## config.mk

```make
export PLATFORM = sky130hd
export DESIGN_NAME = countdown_ctrl
export DESIGN_NICKNAME = d
export VERILOG_FILES = /design/src/rtl/countdown_pkg.sv /design/src/rtl/tick_prescaler.sv /design/src/rtl/countdown_ctrl.sv
export SDC_FILE = /design/constraint.sdc
export NUM_CORES = 1
export LEC_CHECK = 0
export CAP_MARGIN = 15
export CORE_MARGIN = 5
export CORE_UTILIZATION = 40
export CTS_CLUSTER_DIAMETER = 80
export CTS_CLUSTER_SIZE = 40
export DETAILED_ROUTE_END_ITERATION = 6
export PLACE_DENSITY = 0.76
export SYNTH_ARGS = -nofsm -noshare
export SYNTH_HDL_FRONTEND = slang
export SYNTH_SLANG_ARGS = --single-unit
```

## constraint.sdc

```tcl
create_clock -name clk -period 4.5 [get_ports clk]
set_clock_uncertainty 0.1 [all_clocks]
set_input_delay 0.9 -clock clk [delete_from_list [all_inputs] [get_ports clk]]
set_output_delay 0.9 -clock clk [all_outputs]
set_load 0.02 [all_outputs]
```

## src/rtl/countdown_pkg.sv

```systemverilog
// Shared types and constants for the countdown timer run-control logic.
package countdown_pkg;

  localparam int DIGIT_W = 4;

  localparam logic [DIGIT_W-1:0] MSG_MIN      = 4'hA;
  localparam logic [DIGIT_W-1:0] MIN_PRESET   = 4'd5;
  localparam logic [DIGIT_W-1:0] SEG2_PRESET  = 4'd0;
  localparam logic [DIGIT_W-1:0] SEG1_PRESET  = 4'd0;
  localparam logic [DIGIT_W-1:0] DECI_PRESET  = 4'd0;
  localparam logic [DIGIT_W-1:0] CENTI_PRESET = 4'd0;
  localparam logic [DIGIT_W-1:0] MILLI_PRESET = 4'd0;

  typedef enum logic [1:0] {
    IDLE    = 2'd0,
    RUNNING = 2'd1,
    PAUSED  = 2'd2,
    EXPIRED = 2'd3
  } state_t;

endpackage

```

## src/rtl/tick_prescaler.sv

```systemverilog
// Free-running modulo-DIV counter; tick flags the cycle whose edge wraps it back to 0.
module tick_prescaler #(
  parameter int DIV = 10
) (
  input  logic clk,
  input  logic reset,
  input  logic clr,
  input  logic run,
  output logic tick
);

  localparam int W = (DIV > 2) ? $clog2(DIV) : 1;
  localparam logic [W-1:0] LAST = W'(DIV - 1);

  logic [W-1:0] r_cnt;

  assign tick = run && (r_cnt == LAST);

  always_ff @(posedge clk) begin
    if (reset || clr) begin
      r_cnt <= '0;
    end else if (run) begin
      r_cnt <= tick ? '0 : r_cnt + W'(1);
    end
  end

endmodule

```

## src/rtl/countdown_ctrl.sv

```systemverilog
// Run-control sequencer: start/pause/clear handling, 1 ms tick generation,
// expiry detection and timed buzzer for the 6-digit countdown timer.
module countdown_ctrl
  import countdown_pkg::*;
#(
  parameter int CLK_HZ     = 50000000,
  parameter int TICK_HZ    = 1000,
  parameter int BUZZ_TICKS = 2000
) (
  input  logic               clk,
  input  logic               reset,
  input  logic               btn_start,
  input  logic               btn_pause,
  input  logic               btn_clear,
  input  logic [DIGIT_W-1:0] min,
  input  logic [DIGIT_W-1:0] seg2,
  input  logic [DIGIT_W-1:0] seg1,
  input  logic [DIGIT_W-1:0] deci,
  input  logic [DIGIT_W-1:0] centi,
  input  logic [DIGIT_W-1:0] milli,
  output logic               cnt_enable,
  output logic               cnt_reset,
  output logic               running,
  output logic               paused,
  output logic               expired,
  output logic               buzzer
);

  localparam int DIV = CLK_HZ / TICK_HZ;
  localparam int BW  = (BUZZ_TICKS > 0) ? $clog2(BUZZ_TICKS + 1) : 1;
  localparam logic [BW-1:0] BUZZ_MAX = BW'(BUZZ_TICKS);

  state_t        r_state, w_next;
  logic          w_zero_det, w_msg_det, w_done;
  logic          w_tick, w_pre_run, w_pre_clr;
  logic [BW-1:0] r_buzz_cnt, w_buzz_next;
  logic          r_cnt_enable, r_cnt_reset, r_buzzer;
  logic          r_running, r_paused, r_expired;

  assign w_zero_det = ({min, seg2, seg1, deci, centi, milli} == '0);
  assign w_msg_det  = (min == MSG_MIN);
  assign w_done     = w_zero_det || w_msg_det;

  always_comb begin
    w_next = r_state;
    if (btn_clear) begin
      w_next = IDLE;
    end else begin
      case (r_state)
        IDLE:    if (btn_start && !w_done) w_next = RUNNING;
        RUNNING: begin
          if (w_done)         w_next = EXPIRED;
          else if (btn_pause) w_next = PAUSED;
        end
        PAUSED:  if (btn_start) w_next = RUNNING;
        EXPIRED: w_next = EXPIRED;
        default: w_next = IDLE;
      endcase
    end
  end

  // The prescaler only advances on edges that keep the state, so a pause or
  // expiry edge never produces a tick and the resume phase is preserved.
  assign w_pre_run = (w_next == r_state) && ((r_state == RUNNING) || (r_state == EXPIRED));
  assign w_pre_clr = btn_clear ||
                     ((w_next != r_state) && ((w_next == IDLE) || (w_next == EXPIRED)));

  tick_prescaler #(.DIV(DIV)) u_prescaler (
    .clk   (clk),
    .reset (reset),
    .clr   (w_pre_clr),
    .run   (w_pre_run),
    .tick  (w_tick)
  );

  always_comb begin
    w_buzz_next = r_buzz_cnt;
    if ((r_state == EXPIRED) && w_tick && (r_buzz_cnt != BUZZ_MAX)) begin
      w_buzz_next = r_buzz_cnt + BW'(1);
    end
  end

  always_ff @(posedge clk) begin
    if (reset) begin
      r_state      <= IDLE;
      r_cnt_enable <= 1'b0;
      r_cnt_reset  <= 1'b1;
      r_buzz_cnt   <= '0;
      r_buzzer     <= 1'b0;
      r_running    <= 1'b0;
      r_paused     <= 1'b0;
      r_expired    <= 1'b0;
    end else begin
      r_state      <= w_next;
      r_cnt_reset  <= btn_clear;
      r_cnt_enable <= w_tick && (r_state == RUNNING);
      r_running    <= (w_next == RUNNING);
      r_paused     <= (w_next == PAUSED);
      r_expired    <= (w_next == EXPIRED);
      if (btn_clear) begin
        r_buzz_cnt <= '0;
        r_buzzer   <= 1'b0;
      end else if ((w_next == EXPIRED) && (r_state != EXPIRED)) begin
        r_buzz_cnt <= '0;
        r_buzzer   <= 1'b1;
      end else if (r_state == EXPIRED) begin
        r_buzz_cnt <= w_buzz_next;
        r_buzzer   <= (w_buzz_next != BUZZ_MAX);
      end
    end
  end

  assign cnt_enable = r_cnt_enable;
  assign cnt_reset  = r_cnt_reset;
  assign running    = r_running;
  assign paused     = r_paused;
  assign expired    = r_expired;
  assign buzzer     = r_buzzer;

endmodule

```

* Word level (Yosys, flattened, before mapping)
Cells that the tools add are included.
Word-level totals: register bits after elaboration 35, bits in latches 0, RAM bits 0, memory bits (read-only) 0, input bits 29, output and inout bits 6, logic and storage cells 54, memories 0
Operators by class: add/sub/neg operators 2, multipliers 0, div/mod/pow operators 0, magnitude comparators 0, eq/ne operators 13, shifts and indexed selects 0, muxes and demuxes 10, bitwise logic cells 0, reductions and logical operators 20
Operator list (count):
- $logic_not 24->1 | 1
- $ne 11x11->1 const B | 2
- $add 16x1->16 const B | 1
- $eq 16x16->1 const B | 1
- $mux 16 | 1
- $add 11x1->11 const B | 1
- $mux 11 | 1
- $mux 2 | 5
- $eq 2x2->1 const B | 4
- $logic_and 1x1->1 | 8
- $pmux 2 s4 | 1
- $logic_or 1x1->1 | 5
- $eq 2x1->1 const B | 2
- $eq 4x4->1 const B | 1
- $logic_not 2->1 | 2
- $reduce_or 3->1 | 1
- $eq 2x2->1 | 1
- $mux 1 | 2
- $ne 2x2->1 | 1
- $ne 2x2->1 const B | 1
- $reduce_bool 2->1 | 1
- $reduce_or 2->1 | 1
- $logic_not 1->1 | 1

* Longest topological paths before layout
word-level depth 16, gate-level depth with buffers 11, mapped depth without buffers 11

* By module
A second synthesis with hierarchy kept.
Unflattened totals: cell total of the unflattened synthesis 224, area total of the unflattened synthesis 2014.4 sq um
Modules (own cells, without submodules):
- countdown_ctrl | times used 1, cells an instance 138, area each 1169.9 sq um
- tick_prescaler | times used 1, cells an instance 86, area each 844.6 sq um

* Least setup slack after synthesis
Ideal clock, no wire load.
path type input port to flip-flop, from input seg2[3], to register u_prescaler.r_cnt[10], setup time 117 ps, arrival 2690 ps, setup slack 1593 ps, cell stages on the path 10, buffers on the path 1, cell sequence nor4_1 nand4_1 o21bai_1 a21oi_1 o221ai_1 ha_1 nand2_1 o211ai_2 buf_2 nor2_1
On the way: cells in the longest elaborated chain, start to end 12
RTL lines:
- start, declared | RTL line countdown_ctrl.sv:16 | input logic [DIGIT_W-1:0] seg2,
- $logic_not 24->1 * | RTL line countdown_ctrl.sv:40 | assign w_zero_det = ({min, seg2, seg1, deci, centi, milli} == '0);
- $logic_or 1x1->1 * | RTL line countdown_ctrl.sv:42 | assign w_done = w_zero_det || w_msg_det;
- $logic_not 1->1 | RTL line countdown_ctrl.sv:50 | IDLE: if (btn_start && !w_done) w_next = RUNNING;
- $logic_and 1x1->1 | RTL line countdown_ctrl.sv:50
- $mux 2 | RTL line countdown_ctrl.sv:50
- $pmux 2 s4 * | RTL line countdown_ctrl.sv:49 | case (r_state)
- $mux 2 * | RTL line countdown_ctrl.sv:46 | if (btn_clear) begin
- $eq 2x2->1 or $logic_not 2->1 (tied branches) | RTL line countdown_ctrl.sv:66 | ((w_next != r_state) && ((w_next == IDLE) || (w_next == EXPIRED)));
- $logic_or 1x1->1 | RTL line countdown_ctrl.sv:66
- $logic_and 1x1->1 | RTL line countdown_ctrl.sv:66
- $logic_or 1x1->1 | RTL line countdown_ctrl.sv:65 | assign w_pre_clr = btn_clear ||
- $logic_or 1x1->1 | RTL line tick_prescaler.sv:20 | if (reset || clr) begin
- end signal, assigned | RTL line tick_prescaler.sv:23 | r_cnt <= tick ? '0 : r_cnt + W'(1);
- end, declared | RTL line tick_prescaler.sv:15 | logic [W-1:0] r_cnt;
Mark *: on every way between the ends. The rest lies on a longest branch, timed or not. A chain may end at the register's enable or synchronous reset.

* Worst setup path after layout
from input milli[1], to register u_prescaler.r_cnt[13]
On the way: cells in the longest elaborated chain, start to end 12
RTL lines:
- start, declared | RTL line countdown_ctrl.sv:20 | input logic [DIGIT_W-1:0] milli,
- $logic_not 24->1 * | RTL line countdown_ctrl.sv:40
- $logic_or 1x1->1 * | RTL line countdown_ctrl.sv:42
- $logic_not 1->1 | RTL line countdown_ctrl.sv:50
- $logic_and 1x1->1 | RTL line countdown_ctrl.sv:50
- $mux 2 | RTL line countdown_ctrl.sv:50
- $pmux 2 s4 * | RTL line countdown_ctrl.sv:49
- $mux 2 * | RTL line countdown_ctrl.sv:46
- $eq 2x2->1 or $logic_not 2->1 (tied branches) | RTL line countdown_ctrl.sv:66
- $logic_or 1x1->1 | RTL line countdown_ctrl.sv:66
- $logic_and 1x1->1 | RTL line countdown_ctrl.sv:66
- $logic_or 1x1->1 | RTL line countdown_ctrl.sv:65
- $logic_or 1x1->1 | RTL line tick_prescaler.sv:20
Marks and branches as above.

==> run_results.csv <==
group,metric,value,unit
power,power_density,247.7,nW/um2
sta,setup_viol,0,
power,seq_power_share,53.6,%
power,p_leak,0.7785,nW
setup_path,cpLargestDelayFamily,"compound AO/OA/AOI/OAI gates",
place,io_buffer_count,34,
sta,worst-slew-pin-transition,702.3,ps
yosys,synth_area_per_cell,8.358,um2
sta,fin_hold_ws,431.6,ps
sta,period_needed,3377,ps
job,max-cap-violations,0,
min_path,hold_class,"flip-flop to flip-flop",
sta,achievable-frequency,0.2961,GHz
power,switching_share,23.12,%
global_route,grt_pass1_wl,6837,um
global_route,grt-ovfl-total,0,
clocking,path_clk_slew,70,ps
yosys,yosysSeqAreaShare,36.77,%
yosys,synthMostInstantiatedCell,"nor2_1",
sta,fin_setup_tns,0,ps
setup_path,path_max_fanout,16,
clocking,postCtsResizedCells,0,
floorplanning,die_w,79.02,um
sta,rsz0062_at_grt,"no",
cells_and_area,drive_gt1_share,5.703,%
yosys,ys_types,43,
place,dp_cells,309,
floorplanning,core-area,4661,um2
power,ir_drop,0.1545,mV
drt,dr_total_vias,1636,
clocking,clockRootBuffer,"clkbuf_8",
run_status,status,"finished clean",
setup_path,max_stage_delay,570,ps
drt,drtIter0Drc,92,
floorplanning,die_h,79.02,um
sta,slew_viol_final,0,
clocking,cts_tree,"built",
place,routabilityCongestion,0.8675,
clocking,cts_max_level,2,
drt,wl_per_cell,12.64,um
yosys,ys_dominant_reg_cell,"dfxtp_1",
power,clockPowerShare,38.3,%
clocking,cts_setup_buffers,0,
sta,relSlewSlack,53.11,%
setup_path,worst-path-buf-inv,1,
global_route,grt_pass1_vias,1604,
clocking,clockBufferDepth,2,
yosys,synthCells,228,
cells_and_area,syn2layout_area_growth,23.44,%
yosys,synth_area_leaders,"dfxtp_1 37%, nor2_1 7.7%, xor2_1 7.4%",
yosys,synth_nets,263,
power,intPower,448.0,uW
setup_path,crit_path_cell_trace,"clkdlybuf4s50_1 > nor4_1 > nand4_1 > o21bai_1 > a21oi_1 > o221ai_1 > ha_1 > nand2_1 > o211ai_2 > nor2_1",
drt,drtPass1Iterations,4,
cells_and_area,nFillCells,452,
setup_path,worst_ep_required_time,4550,ps
yosys,synth_top_cell_by_area,"dfxtp_1",
setup_path,arrival,3420,ps
setup_path,critPathKind,"primary input to flip-flop",
sta,hold_viol,0,
global_route,grt_usage,13.51,%
global_route,antenna_found_initial,0,
yosys,yosysWarnings,0,
yosys,synth_common_cells,"39 x nor2_1, 35 x dfxtp_1, 18 x nand2_1",
setup_path,start_kind,"primary input",
yosys,syn_area,1906,um2
cells_and_area,final_cells,317,
cells_and_area,fin_util,50.47,%
setup_path,crit_path_end_kind,"flip-flop",
power,p_sw,134.7,uW
power,finalPower,582.7,uW
floorplanning,rows,25,
power,combPwrFrac,8.1,%
drt,ant_nets,0,
yosys,synth-seq-cells,35,
yosys,synth-edff-count,0,
floorplanning,start_util,40.89,%
global_route,grt_start_max_net_pins,17,
cells_and_area,antennaDiodeCount,0,
drt,drc,0,
clocking,hold_buffers,0,
drt,vias_per_cell,5.161,
floorplanning,die_area,6244,um2
cells_and_area,layout.nets,297,
place,dpl.hpwl,3146,um
yosys,yosysTopAreaCellShare,36.77,%
yosys,async_reset_ff_share,0,%
setup_path,cp_slowest_cell,"o211ai_2",
clocking,cts.sinks,35,
floorplanning,io_pins,35,
clocking,clk_latency,280,ps
clocking,cts_buffers,5,
drt,wirelength,4007,um
sta,period_share,75.06,%
worst paths after layout:
| kind | from | endpoint | slack, ps | cells after the start |
|---|---|---|---|---|
| setup reg to reg | u_prescaler.r_cnt[12] | buzzer | 1910 | 7 |
| setup / recovery | milli[1] | u_prescaler.r_cnt[13] | 1120 | 10 |
| hold reg to reg | u_prescaler.r_cnt[15] | u_prescaler.r_cnt[15] | 430 | 2 |
| hold / removal | u_prescaler.r_cnt[15] | u_prescaler.r_cnt[15] | 430 | 2 |
cell families (layout without fill, tap and decap cells):
group           after synthesis  after routing  share of synthesized area, %
fa+ha+maj                     6              6                         3.939
flops                        35             35                         36.77
buf+inv                      22             57                         5.384
mux                           1              1                        0.5253
compound gates               25             25                         9.915
simple gates                111            111                         30.60
xor+xnor                     28             28                         12.87
cell type report:
class                      count  area, um2  share of cell area [%]
clock buffer                   6      72.57                   3.085
timing repair buffer          34      340.3                   14.47
tap                           54      67.56                   2.872
multi-input combinational    171       1102                   46.86
sequential                    35      700.7                   29.79
clock inverter                 2      12.51                  0.5319
inverter                      15      56.30                   2.394
flip-flops by register name, summed over array words and instances (netlist names):
name	count
u_prescaler.r_cnt	16
r_buzz_cnt	11
r_state	2
buzzer	1
cnt_enable	1
cnt_reset	1
expired	1
paused	1
running	1
tightest hold or removal path, stage by stage, from the launching register on:
cell     delay, ps
dfxtp_1        350
xor2_1          70
nor2_1          80
power by group through the flow:
stage	Sequential [mW]	Combinational [mW]	Clock, mW
final	0.313	0.0471	0.223
after global routing	0.313	0.0514	0.247
after global placement	0.320	0.0469	0
after floorplan	0.321	0.0148	0
after detailed placement	0.320	0.0476	0
after CTS	0.312	0.0477	0.228
metal layers:
layer	vias up	global-route usage (%)	wire length [um]	share of wire, %
li1	863	-	-	-
met3	4	3.855	119	3.0
met4	0	3.952	25	0.62
met5	-	0	0	0
met1	752	15.54	1853	46
met2	17	24.16	2009	50
per-stage QoR:
step                      worst slack, ps  area, um2
after floorplan                      1593       1906
after global placement              862.1       2267
after detailed placement            799.7       2267
after CTS                            1109       2352
after global routing                768.4       2352
final                                1123       2352
layout by cell type, fill, tap and decap left out, drive strengths merged, types with 2 or more instances in the layout:
cell	netlist	layout
o311ai	2	2
nand3	14	14
a31oi	2	2
clkdlybuf4s50	0	34
nand4b	2	2
a21oi	6	6
xnor2	12	12
ha	6	6
and4	3	3
nor3	3	3
dfxtp	35	35
xor2	16	16
and3	2	2
nor4	9	9
nor2	39	39
nor2b	3	3
inv	15	15
o21ai	4	4
nand4	11	11
clkbuf	1	6
o31ai	3	3
nand2	18	18
Power figures use the tool's default switching activity.
